--- config.mk ---
export PLATFORM = sky130hd
export DESIGN_NAME = parity_check_stage
export DESIGN_NICKNAME = d
export VERILOG_FILES = /design/src/rtl/parchk_pkg.sv /design/src/rtl/parchk_fifo2.sv /design/src/rtl/parity_check_stage.sv
export SDC_FILE = /design/constraint.sdc
export NUM_CORES = 1
export LEC_CHECK = 0
export BUFFER_PORTS_ARGS = -buffer_cell sky130_fd_sc_hd__buf_2
export CAP_MARGIN = 10
export CORE_UTILIZATION = 23
export DETAILED_ROUTE_END_ITERATION = 10
export PLACE_DENSITY_LB_ADDON = 0.12
export SYNTH_ARGS = -nofsm -noshare
export SYNTH_HDL_FRONTEND = slang
export SYNTH_SLANG_ARGS = --single-unit
--- constraint.sdc ---
create_clock -name clk -period 3.6 [get_ports clk]
set_input_delay 0.36 -clock clk [delete_from_list [all_inputs] [get_ports clk]]
set_output_delay 0.36 -clock clk [all_outputs]
set_load 0.005 [all_outputs]
--- src/rtl/parchk_pkg.sv ---
// Shared types and default parameters for the parity check stage.
package parchk_pkg;

  typedef enum logic [1:0] {
    ST_OK    = 2'd0,
    ST_WARN  = 2'd1,
    ST_FAULT = 2'd2
  } state_e;

  localparam int DEF_WIDTH        = 4;
  localparam int DEF_FAULT_THRESH = 3;
  localparam int DEF_CNT_W        = 8;

endpackage

--- src/rtl/parchk_fifo2.sv ---
// Two-entry FIFO: head_q drives the output directly, tail_q holds the second word.
module parchk_fifo2 #(
  parameter int WIDTH = 4
) (
  input  logic             clk,
  input  logic             rst,
  input  logic             push,
  input  logic [WIDTH-1:0] din,
  input  logic             out_ready,
  output logic             out_valid,
  output logic [WIDTH-1:0] out_data,
  output logic             full
);

  logic [1:0]       count_q, count_d;
  logic [WIDTH-1:0] head_q, head_d;
  logic [WIDTH-1:0] tail_q, tail_d;
  logic             pop;

  assign out_valid = (count_q != 2'd0);
  assign out_data  = head_q;
  assign full      = (count_q == 2'd2);
  assign pop       = out_valid & out_ready;

  always_comb begin
    count_d = count_q;
    head_d  = head_q;
    tail_d  = tail_q;
    case ({push, pop})
      2'b10: begin
        if (count_q == 2'd0) head_d = din;
        else                 tail_d = din;
        count_d = count_q + 2'd1;
      end
      2'b01: begin
        head_d  = tail_q;
        count_d = count_q - 2'd1;
      end
      2'b11: begin
        // Count stays put; with one entry the new word goes straight to the head.
        if (count_q == 2'd1) begin
          head_d = din;
        end else begin
          head_d = tail_q;
          tail_d = din;
        end
      end
      default: ;
    endcase
  end

  always_ff @(posedge clk) begin
    if (rst) begin
      count_q <= 2'd0;
      head_q  <= '0;
      tail_q  <= '0;
    end else begin
      count_q <= count_d;
      head_q  <= head_d;
      tail_q  <= tail_d;
    end
  end

endmodule

--- src/rtl/parity_check_stage.sv ---
// Even-parity checker: good words are buffered downstream, bad words are dropped
// and tracked by an error counter and an OK/WARN/FAULT state machine.
module parity_check_stage
  import parchk_pkg::*;
#(
  parameter int WIDTH        = DEF_WIDTH,
  parameter int FAULT_THRESH = DEF_FAULT_THRESH,
  parameter int CNT_W        = DEF_CNT_W
) (
  input  logic             clk,
  input  logic             rst,
  input  logic             in_valid,
  output logic             in_ready,
  input  logic [WIDTH-1:0] in_data,
  input  logic             in_par,
  output logic             out_valid,
  input  logic             out_ready,
  output logic [WIDTH-1:0] out_data,
  output logic             err_pulse,
  output logic [CNT_W-1:0] err_count,
  output logic             fault,
  input  logic             clr
);

  localparam int              CB_W   = $clog2(FAULT_THRESH + 1);
  localparam logic [CB_W-1:0] THRESH = CB_W'(FAULT_THRESH);

  state_e           state_q, state_d;
  logic [CB_W-1:0]  consec_q, consec_d;
  logic [CNT_W-1:0] err_count_q, err_count_d;
  logic             err_pulse_q, err_pulse_d;
  logic             fifo_full;
  logic             accept, good, push, bad_acc;

  // ready is forced low during reset so nothing is taken while state is being cleared
  assign in_ready  = ~rst & ~fifo_full & (state_q != ST_FAULT);
  assign accept    = in_valid & in_ready;
  assign good      = ~(^in_data ^ in_par);
  assign push      = accept & good;
  assign bad_acc   = accept & ~good;
  assign err_pulse = err_pulse_q;
  assign err_count = err_count_q;
  assign fault     = (state_q == ST_FAULT);

  parchk_fifo2 #(.WIDTH(WIDTH)) u_fifo (
    .clk       (clk),
    .rst       (rst),
    .push      (push),
    .din       (in_data),
    .out_ready (out_ready),
    .out_valid (out_valid),
    .out_data  (out_data),
    .full      (fifo_full)
  );

  always_comb begin
    state_d     = state_q;
    consec_d    = consec_q;
    err_count_d = err_count_q;
    err_pulse_d = 1'b0;
    if (clr) begin
      // clr wins over a same-cycle bad word: the word is still dropped but not counted
      state_d     = ST_OK;
      consec_d    = '0;
      err_count_d = '0;
    end else if (bad_acc) begin
      err_pulse_d = 1'b1;
      if (err_count_q != '1) err_count_d = err_count_q + 1'b1;
      if (consec_q != THRESH) consec_d = consec_q + 1'b1;
      state_d = (consec_d == THRESH) ? ST_FAULT : ST_WARN;
    end else if (push) begin
      consec_d = '0;
      state_d  = ST_OK;
    end
  end

  always_ff @(posedge clk) begin
    if (rst) begin
      state_q     <= ST_OK;
      consec_q    <= '0;
      err_count_q <= '0;
      err_pulse_q <= 1'b0;
    end else begin
      state_q     <= state_d;
      consec_q    <= consec_d;
      err_count_q <= err_count_d;
      err_pulse_q <= err_pulse_d;
    end
  end

endmodule

Word level (Yosys, flattened, before mapping)
Cells that the tools add are included.

operators by class
  reductions and logical operators = 11
  muxes and demuxes = 15
  add/subtract/negate cells = 4
  bitwise gates (word level) = 10
  equality and inequality tests = 13

operators by type and width
  cell                                                                     number
  4-bit 2-to-1 mux                                                         4
  2-bit 2-to-1 mux                                                         7
  4-bit one-hot mux with 3 select lines                                    1
  2-bit == test, second input constant                                     5
  8-bit by 1-bit adder with 8-bit output, second input constant            1
  2-bit inequality test, second input constant                             4
  8-bit inequality test, second input constant                             1
  4-bit one-hot mux with 2 select lines                                    1
  2-bit nonzero test                                                       4
  1-bit AND                                                                6
  2-bit by 1-bit adder with 2-bit output, second input constant            2
  2-bit by 1-bit == test with 1-bit output, second input constant          2
  2-bit one-hot mux with 2 select lines                                    1
  2-bit AND reduction                                                      2
  4-bit parity                                                             1
  1-bit NOT                                                                3
  3-bit AND reduction                                                      1
  3-bit nonzero test                                                       1
  2-bit zero test                                                          1
  2-bit by 1-bit inequality test with 1-bit output, second input constant  1
  2-bit OR reduction                                                       1
  2-bit by 1-bit subtractor with 2-bit output, second input constant       1
  1-bit 2-to-1 mux                                                         1
  1-bit XOR                                                                1

word-level totals
  bits in registers = 23
  output and inout bits = 16
  word-level logic and storage cells = 60
  input bits = 10

Depth between registers and ports, before layout
Gate-level depths: netlist of run 1.

  depth in word-level cells = 11
  depth in mapped cells = 12
  depth with buffers taken out = 11

By module
From an unflattened synthesis of run 1, not the netlist that was laid out.

second synthesis, totals
  cells, all modules = 148
  area, all modules = 1287.5 µm²

modules (own cells, without submodules)
  module              area an instance (µm²)  cells each  seq. area each (µm²)  instances
  parity_check_stage  710.7                   80          260.2                 1
  parchk_fifo2        576.8                   68          200.2                 1

Worst setup path after synthesis of run 1
No wires, ideal clock.

  kind = input -> register
  start point = input port in_data[3]
  end point = register u_fifo.tail_q[0]
  stages = 10
  data arrival time = 2.158 ns
  setup slack = 1.315 ns
  required time = 3.472 ns
  library setup time = 0.128 ns
  path buffers = 1
  cells stage by stage = xnor3_2 xor2_1 clkbuf_8 nand2_1 inv_1 ha_1 nand2_1 o211ai_1 mux2i_1 nor2_1

between the ends
  longest elaborated chain between the ends = 7
  elaborated cells between the ends (all ways) = 11
  those cells by class = eq/ne (4); mux (1); bitwise (3); reduce/logical (3)

ends and longest elaborated chain
  element                                                                              line                      RTL
  start: declaration                                                                   parity_check_stage.sv:14  input logic [WIDTH-1:0] in_data,
  4-bit parity *                                                                       parity_check_stage.sv:38  assign good = ~(^in_data ^ in_par);
  1-bit XOR *                                                                          parity_check_stage.sv:38
  1-bit NOT *                                                                          parity_check_stage.sv:38
  1-bit AND *                                                                          parity_check_stage.sv:39  assign push = accept & good;
  2-bit == test                                                                        parchk_fifo2.sv:29        case ({push, pop})
  2-bit inequality test (no source line) / 2-bit nonzero test (equally long branches)  n/a
  3-bit AND reduction (no source line)                                                 n/a
  end signal: assignment                                                               parchk_fifo2.sv:60        tail_q <= tail_d;
  end: declaration                                                                     parchk_fifo2.sv:17        logic [WIDTH-1:0] tail_q, tail_d;

Every way passes the cells marked *; elsewhere a longest branch is shown, timed or not.
A chain may end at the register's enable or synchronous reset.

Final worst setup path of run 1
  start point = register u_fifo.count_q[0]
  end point = register u_fifo.head_q[1], in the netlist u_fifo.out_data[1]

between the ends
  longest elaborated chain between the ends = 9
  elaborated cells between the ends (all ways) = 18
  those cells by class = eq/ne (6); mux (2); bitwise (6); reduce/logical (4)

ends and longest elaborated chain
  element                                                                                                         line                      RTL
  start: declaration                                                                                              parchk_fifo2.sv:15        logic [1:0] count_q, count_d;
  start signal: assignment                                                                                        parchk_fifo2.sv:58        count_q <= count_d;
  2-bit == test                                                                                                   parchk_fifo2.sv:22        assign full = (count_q == 2'd2);
  1-bit NOT                                                                                                       parity_check_stage.sv:36  assign in_ready = ~rst & ~fifo_full & (state_q != ST_FAULT);
  1-bit AND (2 in series)                                                                                         parity_check_stage.sv:36
  1-bit AND                                                                                                       parity_check_stage.sv:37  assign accept = in_valid & in_ready;
  1-bit AND                                                                                                       parity_check_stage.sv:39
  2-bit == test / 2-bit by 1-bit == test with 1-bit output (equally long branches)                                parchk_fifo2.sv:29
  2-bit by 1-bit inequality test with 1-bit output (no source line) / 3-bit nonzero test (equally long branches)  n/a
  2-bit AND reduction (no source line)                                                                            n/a
  end signal: assignment                                                                                          parchk_fifo2.sv:55        head_q <= '0;
  end signal: assignment                                                                                          parchk_fifo2.sv:59        head_q <= head_d;
  end: declaration                                                                                                parchk_fifo2.sv:16        logic [WIDTH-1:0] head_q, head_d;

Several ways; a longest one is shown, not always the timed one.

==> impl_metrics.csv, run 1 <==
group,metric,value,unit
timing,maxSlewViolCount,0,
timing,fmax,395,MHz
global_routing,gr-total-overflow,0,
setup_path,r2r_cells,10,
floorplan,die_x,77.0,um
setup_path,cp.required,3.76,ns
logic_synthesis,synth_edf_count,0,
timing,holdWs,0.366,ns
logic_synthesis,ys_warn_count,0,
logic_synthesis,ys_seq_area_share,35.6,%
worst_hold_path,hold_depth,3,
route,drt-pass1-iter-count,4,
timing,maxSlewHeadroom,50.5,%
global_routing,grtUsageMet2,17.8,%
route,drc_errors,0,
global_routing,grt_pass1_vias,1091,
clock_network,cts_made_buffers,3,
global_routing,grtUsageMet3,2.26,%
placed_design,portBuffers,25,
clock_network,post-cts-setup-buffers,0,
logic_synthesis,ys_seq_elements,23,
worst_hold_path,hold_class,"in -> reg",
final_layout,layout-drive-gt1-share,21.4,%
floorplan,core_area,5270,um2
final_layout,syn_to_final_growth,17.8,%
pwr,leakage,0.643,nW
floorplan,rows,26,
clock_network,cts-resized-gates,0,
placed_design,gp_congestion,0.760,
logic_synthesis,synthesis.area,1290,um2
route,vias,1142,
global_routing,grt_busiest_layer,"met2",
placed_design,pre_cts_ws,1.03,ns
setup_path,critPathLaunchType,"register",
timing,hold_viol,0,
clock_network,clockRootBuffer,"clkbuf_8",
final_layout,fillers,583,
global_routing,grt_pass1_wl,5.53,mm
clock_network,holdBufCountCts,0,
setup_path,r2r_setup_slack,1.07,ns
clock_network,ctsHtreeMaxLevel,1,
worst_hold_path,min-delay-start,"in_data[3]",
final_layout,final_util,28.9,%
setup_path,cp_slowest_stage_delay,0.40,ns
setup_path,r2r_start,"u_fifo.count_q[0]",
global_routing,gr-usage-met1,16.4,%
global_routing,antenna_found_initial,0,
timing,grt_setup_unrepaired,"no",
setup_path,slowest_stage,"and3_1",
global_routing,grt_max_degree,20,
placed_design,post_dp_cell_area,1480,um2
setup_path,cp_max_fo,10,
timing,finalSetupViolCount,0,
final_layout,antenna_cells,0,
setup_path,worstReg2RegEnd,"u_fifo.out_data[1]",
floorplan,io_pins,26,
floorplan,fp.dieH,77.0,um
setup_path,cp_cell_sequence,"inv_1, ha_1, nor2_1, and3_1, nand2_1, inv_1, ha_1, nor2b_1, o211ai_1, a311oi_1",
route,vias_per_cell,4.80,
clock_network,cts_tree,"built",
logic_synthesis,synthArstFlopShare,0,%
flow_run,maxCapViolCount,0,
logic_synthesis,syn_nets,162,
setup_path,arrival,2.69,ns
logic_synthesis,ys_types,35,
worst_hold_path,hold_end,"u_fifo.tail_q[3]",
timing,fin_skew,0.00121,ns
outcome,status,"finished clean",
pwr,powerDensity,547,nW/um2
timing,layout_min_cycle_time,2.53,ns
route,drt-wirelength-per-cell,13.1,um
clock_network,clockBufferDepth,2,
logic_synthesis,synth_cells,144,
final_layout,nNetsFinal,187,
floorplan,die_area,5920,um2
route,ant_nets,0,
route,drt-initial-drc-count,109,
logic_synthesis,synth_top_flop_cell,"dfxtp_1",
clock_network,clk_latency,0.26,ns
placed_design,dp_hpwl,2.36,mm
timing,fin_ws,1.07,ns
pwr,irDropWorstVdd,189,uV
clock_network,numClockSinks,23,
timing,tightest_slew,0.736,ns
logic_synthesis,syn_avg_cell_area,8.98,um2
setup_path,path_class,"reg -> reg",
final_layout,stdcell_area,1520,um2
clock_network,clk_pin_slew_worst_paths,0.08,ns
global_routing,grt_use_total,11.7,%
timing,setup_tns,0,ns
route,totalWireLength,3.12,mm
timing,min_period_over_period,70.2,%
floorplan,start_util,24.5,%
setup_path,worst_setup_path_end_kind,"register",
-- routing by layer --
layer | vias up | routed length [um]
met4 | 0 | 32
li1 | 577 | -
met2 | 27 | 1430
met5 | - | 0
met3 | 4 | 178
met1 | 534 | 1480
-- cell usage in the layout (no fill, tap or decap), types with 2 or more instances in the layout --
cell type,count
a211oi_1,2
nor3_1,4
o31ai_1,2
nor2b_1,3
nor4_1,3
and4_1,2
o211ai_1,5
clkbuf_8,3
nand3_1,6
inv_1,5
a311oi_1,8
dfxtp_1,23
or3_1,5
mux2i_1,10
nand4_1,3
ha_1,8
xor2_1,3
nor2_1,8
a21oi_1,5
nand2_1,20
buf_2,25
-- flip-flops by register name (all words and copies together) (netlist names) --
signal and cells:
consec_q 2, u_fifo.out_data 4, err_pulse 1, err_count 8
u_fifo.count_q 2, state_q 2, u_fifo.tail_q 4
-- final cells by class --
type | count | area [um2] | share of cell area [%]
clock buffers | 4 | 45.0 | 2.96
inverters | 6 | 22.5 | 1.48
multi-input cells | 109 | 774 | 50.9
flip-flops and latches | 23 | 460 | 30.2
well taps | 70 | 87.6 | 5.75
repair buffers | 26 | 133 | 8.71
-- worst max-delay path by stage --
stage | endpoint | from
finish | u_fifo.out_data[1] | u_fifo.count_q[0]
global route | u_fifo.out_data[1] | u_fifo.count_q[0]
CTS | u_fifo.out_data[1] | u_fifo.count_q[0]
detailed placement | u_fifo.tail_q[2] | in_data[3]
global placement | u_fifo.out_data[1] | in_data[3]
floorplan | u_fifo.tail_q[0] | in_data[3]
-- critical path: cells and delay by family, from the launching register on --
kind	cells	cell delay [ns]
AND/OR/NAND/NOR	4	1.00
flip-flops	1	0.38
AO/OA/AOI/OAI	2	0.44
buffers and inverters	2	0.22
adder cells (fa/ha/maj)	2	0.40
-- power breakdown --
part / internal, mW / leakage, nW / switching, mW
logic: 0.138 / 0.433 / 0.213
clock network: 0.0789 / 0.0228 / 0.0836
registers: 0.295 / 0.187 / 0.0233
total: 0.512 / 0.643 / 0.320
-- cell usage after synthesis, types with 2 or more instances --
cell type | number | area [um2]
ha_1 | 8 | 100
nand4_1 | 3 | 18.8
a211oi_1 | 2 | 15.0
mux2i_1 | 10 | 100
clkbuf_1 | 3 | 11.3
inv_1 | 5 | 18.8
nand3_1 | 6 | 30.0
o31ai_1 | 2 | 15.0
nor3_1 | 4 | 20.0
buf_2 | 2 | 10.0
dfxtp_1 | 23 | 460
or3_1 | 5 | 31.3
a311oi_1 | 8 | 70.1
nor4_1 | 3 | 18.8
nor2_1 | 8 | 30.0
nor2b_1 | 3 | 18.8
nand2_1 | 20 | 75.1
xor2_1 | 3 | 26.3
o211ai_1 | 5 | 37.5
a21oi_1 | 5 | 25.0
and4_1 | 2 | 17.5
-- kinds of logic after synthesis --
| logic type | count (synthesis) | share of synthesized area (%) |
|---|---|---|
| multiplexers | 10 | 7.74 |
| flip-flops | 23 | 35.6 |
| buffers and inverters | 12 | 4.45 |
| AND/OR/NAND/NOR | 62 | 25.9 |
| adder cells (fa/ha/maj) | 8 | 7.74 |
| XOR/XNOR | 5 | 4.55 |
| AO/OA/AOI/OAI | 24 | 13.9 |
-- stage by stage --
stage,power (mW),instances
after floorplan,0.571,144
after global placement,0.673,234
after detailed placement,0.676,234
after CTS,0.841,238
after global routing,0.902,238
final,0.832,238
Note: power is estimated with default switching activity, not from simulation.
==> run 2, diff against run 1 <==
==> constraint.sdc (replaced) <==
create_clock -name clk -period 2.6 [get_ports clk]
set_input_delay 0.26 -clock clk [delete_from_list [all_inputs] [get_ports clk]]
set_output_delay 0.26 -clock clk [all_outputs]
set_load 0.005 [all_outputs]
==> run 2 against run 1 <==
Global-route usage rose by 0.12 points; register-to-register slack worse by 0.79 ns; power rose by 43%; combinational power up 49%; clock skew is 0.0021 ns higher.
==> impl_metrics.csv, run 2 (synthesis gave the netlist of run 1 again) <==
group,metric,value,unit
outcome,status,"finished clean",
final_layout,mostFrequentLayoutCells,"25 x buf_2, 23 x dfxtp_1, 20 x nand2_1",
clock_network,clk_latency,0.26,ns
pwr,powerDensity,765,nW/um2
setup_path,worstReg2RegEnd,"u_fifo.out_data[1]",
timing,maxSlewHeadroom,62.9,%
final_layout,syn_to_final_growth,20.1,%
final_layout,largest_reg_flops,8,
setup_path,r2r_start,"u_fifo.count_q[0]",
clock_network,clockRootBuffer,"clkbuf_8",
route,drc_errors,0,
timing,setup_tns,0,ns
setup_path,r2r_setup_slack,0.28,ns
pwr,leakage,0.663,nW
setup_path,crit_path_end,"u_fifo.out_data[1]",
timing,finalSetupViolCount,0,
pwr,irDropWorstVdd,303,uV
setup_path,slowest_stage,"dfxtp_1",
route,vias,1197,
setup_path,cp.required,2.77,ns
timing,grt_setup_unrepaired,"no",
timing,layout_min_cycle_time,2.32,ns
placed_design,gp_congestion,0.768,
setup_path,cp_max_fo,4,
floorplan,rows,26,
route,drt-wirelength-per-cell,13.7,um
clock_network,clk_pin_slew_worst_paths,0.08,ns
clock_network,clockBufferDepth,2,
clock_network,cts_made_buffers,3,
timing,maxSlewViolCount,0,
timing,fin_ws,0.284,ns
placed_design,dp_hpwl,2.44,mm
global_routing,gr-total-overflow,0,
setup_path,path_class,"reg -> reg",
route,drt-pass1-iter-count,4,
timing,hold_viol,0,
setup_path,r2r_cells,10,
route,vias_per_cell,4.95,
timing,tightest_slew,0.555,ns
route,ant_nets,0,
clock_network,holdBufCountCts,0,
setup_path,crit_start,"u_fifo.count_q[0]",
global_routing,grt_use_total,11.9,%
floorplan,core_area,5270,um2
placed_design,pre_cts_ws,0.287,ns
setup_path,critPathLaunchType,"register",
setup_path,worst_setup_path_end_kind,"register",
flow_run,maxCapViolCount,0,
global_routing,grt_pass1_wl,5.65,mm
clock_network,numClockSinks,23,
global_routing,grt_max_degree,20,
final_layout,final_common_cell,"buf_2",
clock_network,ctsHtreeMaxLevel,1,
floorplan,fp.dieH,77.0,um
global_routing,grt_pass1_vias,1161,
setup_path,arrival,2.49,ns
final_layout,antenna_cells,0,
route,totalWireLength,3.31,mm
floorplan,die_area,5920,um2
clock_network,post-cts-setup-buffers,0,
placed_design,portBuffers,25,
floorplan,start_util,24.5,%
timing,min_period_over_period,89.1,%
final_layout,layout-drive-gt1-share,23.3,%
setup_path,cp_slowest_stage_delay,0.38,ns
timing,fmax,432,MHz
worst_hold_path,hold_class,"in -> reg",
final_layout,nNetsFinal,191,
setup_path,cp_cell_sequence,"inv_1, ha_1, nor2_1, and3_1, nand2_1, inv_1, ha_1, nor2b_1, o211ai_1, a311oi_1",
clock_network,cts-resized-gates,0,
global_routing,antenna_found_initial,0,
floorplan,io_pins,26,
clock_network,cts_tree,"built",
timing,fin_skew,0.00332,ns
floorplan,die_x,77.0,um
route,drt-initial-drc-count,63,
[run 2: changes by cell type in the layout (fill, tap and decap cells not counted), sizes merged]
cell,previous run,this run
buf,26,30
[run 2: cell type report]
cell class / count / area, um2
Inverter: 6 / 22.5
Timing Repair Buffer: 30 / 163
Clock buffer: 4 / 45.0
Sequential cell: 23 / 460
Tap cell: 70 / 87.6
Fill cell: 603 / 3720
Multi-Input combinational cell: 109 / 774
[run 2: critical path: cells and delay by family, from the launching register on]
family | cells | cell delay, ns
DFF | 1 | 0.38
buffers and inverters | 2 | 0.22
adders and majority gates | 2 | 0.42
AOI/OAI and AO/OA | 2 | 0.41
and+or+nand+nor | 4 | 0.80
[run 2: how the worst min path moves through the flow]
stage | startpoint | to | depth (start not counted)
floorplan | in_data[0] | u_fifo.tail_q[0] | 2
global placement | state_q[1] | state_q[1] | 2
detailed placement | state_q[0] | state_q[0] | 2
CTS | in_data[2] | u_fifo.tail_q[2] | 3
global route | in_data[0] | u_fifo.tail_q[0] | 3
finish | in_data[3] | u_fifo.tail_q[3] | 3
[run 2: metal layers]
layer,share of wire [%],routed length (um),track usage [%]
met5,0,0,0
met3,3.0,99,2.74
met1,49,1620,15.8
met2,47,1560,19.2
met4,0.73,24,2.88
[run 2: power breakdown]
part           internal (mW)  total (mW)  switching [mW]
combinational          0.218       0.523           0.305
sequential             0.409       0.441          0.0325
clock                  0.109       0.224           0.115
[run 2: per-stage QoR]
step                      utilization [%]  instance area [um2]  instances  hold WS [ns]  total power, mW
after floorplan                         -                 1290        144         0.404            0.791
after global placement               28.6                 1510        238         0.443            0.964
after detailed placement             28.6                 1510        238         0.448            0.971
after CTS                            29.5                 1550        242         0.268             1.20
after global routing                 29.5                 1550        242         0.294             1.27
final                                29.5                 1550        242         0.273             1.19
